<file path="config.mk">
export PLATFORM = sky130hd
export DESIGN_NAME = fp_vec_result_serializer
export DESIGN_NICKNAME = d
export VERILOG_FILES = /design/src/rtl/fp_vec_result_serializer.sv
export SDC_FILE = /design/constraint.sdc
export NUM_CORES = 1
export LEC_CHECK = 0
export ABC_AREA = 1
export CAP_MARGIN = 20
export CORE_ASPECT_RATIO = 1.4
export CORE_MARGIN = 4
export CORE_UTILIZATION = 32
export DETAILED_ROUTE_END_ITERATION = 8
export HOLD_SLACK_MARGIN = 0.02
export MAX_ROUTING_LAYER = met4
export PLACE_DENSITY = 0.48
export SLEW_MARGIN = 20
export SYNTH_ARGS = -nofsm -noshare
export SYNTH_HDL_FRONTEND = slang
export SYNTH_SLANG_ARGS = --single-unit
</file>
<file path="constraint.sdc">
create_clock -name clk -period 7.4 [get_ports clk]
set_input_delay 1.48 -clock clk [delete_from_list [all_inputs] [get_ports clk]]
set_output_delay 1.48 -clock clk [all_outputs]
set_load 0.02 [all_outputs]
</file>
<file path="src/rtl/fp_vec_result_serializer.sv">
// FP vector result serializer: buffers 4-lane adder results and streams
// them out lane by lane, tracking issue credit for the adder upstream.
module fp_vec_result_serializer #(
  parameter int EXP_BITS  = 5,
  parameter int MANT_BITS = 6,
  parameter int DEPTH     = 4,
  localparam int W        = EXP_BITS + MANT_BITS + 1,
  localparam int CW       = $clog2(DEPTH + 1)
) (
  input  logic          clk,
  input  logic          rst_n,
  input  logic          issue_in,
  output logic          issue_ok,
  input  logic          in_valid,
  input  logic [W-1:0]  a_in,
  input  logic [W-1:0]  b_in,
  input  logic [W-1:0]  c_in,
  input  logic [W-1:0]  d_in,
  output logic [W-1:0]  out_data,
  output logic [1:0]    out_lane,
  output logic          out_last,
  output logic          out_valid,
  input  logic          out_ready,
  output logic [CW-1:0] count,
  output logic          err
);

  localparam int PW = $clog2(DEPTH);
  localparam logic [CW-1:0] FULL = CW'(DEPTH);

  typedef logic [W-1:0] word_t;
  typedef word_t [3:0]  vec_t;

  vec_t mem_q [DEPTH];

  logic [PW-1:0] wr_ptr_q, wr_ptr_d;
  logic [PW-1:0] rd_ptr_q, rd_ptr_d;
  logic [CW-1:0] count_q, count_d;
  logic [CW-1:0] inflight_q, inflight_d;
  logic [1:0]    lane_idx_q, lane_idx_d;
  logic          err_q, err_d;

  logic          xfer;
  logic          pop;
  logic          push;
  logic          drop;
  logic [CW:0]   load;
  vec_t          head;

  assign head = mem_q[rd_ptr_q];
  assign load = {1'b0, count_q} + {1'b0, inflight_q};

  assign out_valid = (count_q != '0);
  assign out_data  = out_valid ? head[lane_idx_q] : '0;
  assign out_lane  = lane_idx_q;
  assign out_last  = out_valid & (lane_idx_q == 2'd3);
  assign count     = count_q;
  assign err       = err_q;
  assign issue_ok  = load < {1'b0, FULL};

  assign xfer = out_valid & out_ready;
  assign pop  = xfer & (lane_idx_q == 2'd3);
  assign push = in_valid & ((count_q != FULL) | pop);
  assign drop = in_valid & ~push;

  always_comb begin
    wr_ptr_d   = wr_ptr_q;
    rd_ptr_d   = rd_ptr_q;
    count_d    = count_q;
    lane_idx_d = lane_idx_q;
    inflight_d = inflight_q;
    err_d      = err_q;

    if (push) wr_ptr_d = wr_ptr_q + PW'(1);
    if (pop)  rd_ptr_d = rd_ptr_q + PW'(1);
    if (xfer) lane_idx_d = lane_idx_q + 2'd1;

    unique case ({push, pop})
      2'b10:   count_d = count_q + CW'(1);
      2'b01:   count_d = count_q - CW'(1);
      default: count_d = count_q;
    endcase

    // simultaneous issue and arrival cancel out
    unique case ({issue_in, in_valid})
      2'b10: begin
        if (inflight_q != FULL)
          inflight_d = inflight_q + CW'(1);
      end
      2'b01: begin
        if (inflight_q != '0)
          inflight_d = inflight_q - CW'(1);
      end
      default: inflight_d = inflight_q;
    endcase

    if (drop)
      err_d = 1'b1;
    if (issue_in & ~issue_ok)
      err_d = 1'b1;
    if (in_valid & ~issue_in & (inflight_q == '0))
      err_d = 1'b1;
  end

  always_ff @(posedge clk or negedge rst_n) begin
    if (!rst_n) begin
      wr_ptr_q   <= '0;
      rd_ptr_q   <= '0;
      count_q    <= '0;
      inflight_q <= '0;
      lane_idx_q <= '0;
      err_q      <= 1'b0;
    end else begin
      wr_ptr_q   <= wr_ptr_d;
      rd_ptr_q   <= rd_ptr_d;
      count_q    <= count_d;
      inflight_q <= inflight_d;
      lane_idx_q <= lane_idx_d;
      err_q      <= err_d;
    end
  end

  // vector storage carries no reset; out_data is gated by out_valid
  always_ff @(posedge clk) begin
    if (push)
      mem_q[wr_ptr_q] <= {d_in, c_in, b_in, a_in};
  end

endmodule
</file>
==> summary.md <==
| Metric | Value |
|---|---|
| Slowest stage delay, CP | `0.79 ns` |
| Post-Route WL | `22.8 mm` |
| Yosys warnings | `0` |
| Pre-CTS WS | `2.33 ns` |
| 1st-pass router iterations | `4` |
| Sequential share of power | `38.3%` |
| GR Overflow Total | `0` |
| Leak | `4.39 nW` |
| GRT Total Usage | `15.2%` |
| CP required | `5.92 ns` |
| CTS Sinks | `205` |
| Final Setup Violations | `0` |
| Post-synthesis cell type count | `25` |
| CTS resizes | `0` |
| DR iter-0 viols | `355` |
| Core ar. | `0.0276 sq mm` |
| Fillers | `2768` |
| Post-CTS Hold Fix Bufs | `0` |
| FF+latch count, synth | `205` |
| Final antenna-violating net count | `0` |
| Antenna violations before repair | `0` |
| Drc violations | `0` |
| RSZ-0062 raised after global routing | `false` |
| Total of max-cap violations | `0` |
| Sw frac | `39.0%` |
| Min setup slack post-route | `1.86 ns` |
| Comb pwr share | `38.9%` |
| Crit path max-delay family | `buffers and inverters` |
| Placed insts | `1266` |
| Fin Hold WS | `0.537 ns` |
| I/O pin cnt | `74` |
| Top cell by count, worst path | `nand2_1` |
| Vias | `5896` |
| First-pass GRT wire length | `34.2 mm` |
| Initial Util | `32.5%` |
| Worst path arrival time | `4.06 ns` |
| Pin count of the biggest net entering global routing | `53` |
| Maximum clock rate | `181 MHz` |
| Seq/Total Area, Yosys | `68.0%` |
| Final hold viol count | `0` |
| Avg WL per Cell | `17.5 um` |
| Pint | `2.65 mW` |
| Cell area power density | `407 mW/mm^2` |
| CTS tree | `done` |
| Min cycle time layout | `5.54 ns` |
| Tcrit/Tclk final | `74.8%` |
| Clock power frac | `22.8%` |
| # nets final | `983` |
| CTS root buffer | `clkbuf_16` |
| Max Buffers Root-to-Sink | `3` |
| Fin Setup TNS | `0 ns` |
| Die width | `149 um` |
| Crit-path slowest cell | `inv_2` |
| CTS buffer count | `21` |
| Net Count, Synth | `917` |
| Clock Latency Late Sink | `0.50 ns` |
| CP bufs+invs | `3` |
| Net switching power | `1.70 mW` |
| Slew headroom | `38.7%` |
| Synth-to-Final Area Change | `19.1%` |
| Worst setup SP type | `register` |
| H-tree levels | `1` |
| Syn Area/Cell | `10.5 sq um` |
| Critical-path cell list | `inv_2 -> buf_4 -> nand2_1 -> nand2_1 -> nand2_1 -> nand3_1 -> nand3_1 -> a21oi_1 -> clkdlybuf4s50_1` |
| Post-synthesis cell count | `853` |
| Gpl congestion | `0.727` |
| Worst-path fanout max | `50` |
| CP Class | `reg2out` |
| Port Buffer Count | `73` |
| Via density | `4.52` |
| Finished Layout Cells | `1304` |
| Worst-path clk slew | `0.06 ns` |
| Vias in the first global route | `5812` |
| Die area | `0.0307 sq mm` |
| Worst-Margin Slew | `0.920 ns` |
| Overall die height | `206 um` |
| Post-CTS setup buffers | `0` |
| Layout cells sized above 1 | `5.14%` |
| Worst min-delay path category | `reg2reg` |
| Row count | `72` |
| Slew Limit Fails | `0` |
| Worst VDD drop | `203 uV` |
| Mapped Area | `0.00895 sq mm` |
| Status | `finished, final reports clean` |
| Worst clock skew | `0.0115 ns` |
| Critical Path Sink Type | `primary output` |
| Hpwl dp | `14.3 mm` |
| N_diodes | `0` |
## synth_stat cells
cell type,n,area [sq um]
nand3_2,1,10.0
xnor2_1,1,8.76
xor2_1,5,43.8
nor3_1,1,5.00
edfxtp_1,192,5770
nor2_4,1,11.3
ha_1,9,113
buf_1,5,18.8
nand2_1,307,1150
nand4_1,4,25.0
inv_1,120,450
buf_6,6,67.6
inv_2,3,11.3
nand2_2,2,12.5
buf_2,19,95.1
nor2_1,8,30.0
o21ai_0,3,15.0
fa_1,2,40.0
a21oi_1,14,70.1
dfrtp_1,13,325
nor2_2,1,6.26
buf_4,1,7.51
nand3_1,126,631
clkbuf_1,8,30.0
and2_1,1,6.26
## metal layers
| metal | global-route usage, % | vias to the layer above | wire [um] | part of all wire, % |
|---|---|---|---|---|
| met5 | - | - | 0 | 0 |
| met4 | 3.99 | 0 | 456 | 2.0 |
| met3 | 1.86 | 31 | 1220 | 5.3 |
| met2 | 27.5 | 142 | 12100 | 53 |
| met1 | 18.0 | 2818 | 9080 | 40 |
| li1 | - | 2905 | - | - |
## state kept, by name (all words and copies together), names as in the netlist
name and count:
err 1, inflight_q 3, mem_q 192, count 3
wr_ptr_q 2, out_lane 2, rd_ptr_q 2
## power by group through the flow
stage               Combinational, mW  Sequential (mW)  Clock, mW
finish                           1.69             1.66      0.988
global route                     1.88             1.69       1.07
CTS                              1.74             1.67       1.02
detailed placement               1.73             1.69          0
global placement                 1.72             1.69          0
floorplan                        1.12             1.64          0
## final timing paths
check | from | endpoint | slack [ns] | depth (start not counted)
worst max-delay path | rd_ptr_q[0] | out_data[8] | 1.86 | 9
worst min register to register | wr_ptr_q[0] | wr_ptr_q[0] | 0.54 | 2
worst max register to register | out_lane[1] | mem_q[3][40] | 3.95 | 8
min in group asynchronous | rst_n | out_lane[0] | 1.40 | 1
worst min-delay path | wr_ptr_q[0] | wr_ptr_q[0] | 0.54 | 2
max in group asynchronous | rst_n | rd_ptr_q[0] | 5.51 | 1
## per-stage QoR
stage                     instance area, sq um  power [mW]  utilization (%)
after floorplan                           8950        2.76                -
after global placement                   10000        3.41             36.4
after detailed placement                 10000        3.42             36.4
after CTS                                10700        4.42             38.7
after global routing                     10700        4.64             38.7
final                                    10700        4.34             38.7
## layout make-up
class,instances,area [sq um],area share [%]
clock buffer,27,558,5.24
clock inverter,11,75.1,0.704
inverter,123,462,4.33
multi-input combinational,486,2210,20.7
sequential,205,6090,57.2
tap,370,463,4.34
timing repair buffer,82,798,7.49
## cell usage in the layout, fill, tap and decap left out, drive strengths merged
cell,count
nand2,309
clkinv,9
inv,124
nand3,127
xnor2,1
nor2,10
and2,1
nand4,4
fa,2
bufinv,1
buf,9
xor2,5
clkdlybuf4s50,73
clkbuf,27
edfxtp,192
nor3,1
a21oi,14
dfrtp,13
ha,9
o21ai,3
## worst min-delay path: cells and delay by family (launching register included)
kind | cells | cell delay [ns]
DFF | 1 | 0.39
and+or+nand+nor | 2 | 0.12
## logic make-up after synthesis
family          count (synthesis)  share of synthesized area, %
buf+inv                       162                          7.60
compound gates                 17                         0.950
simple gates                  452                          21.1
xor+xnor                        6                         0.587
fa+ha+maj                      11                          1.71
flops                         205                          68.0
Note: power is estimated with default switching activity, not from simulation.
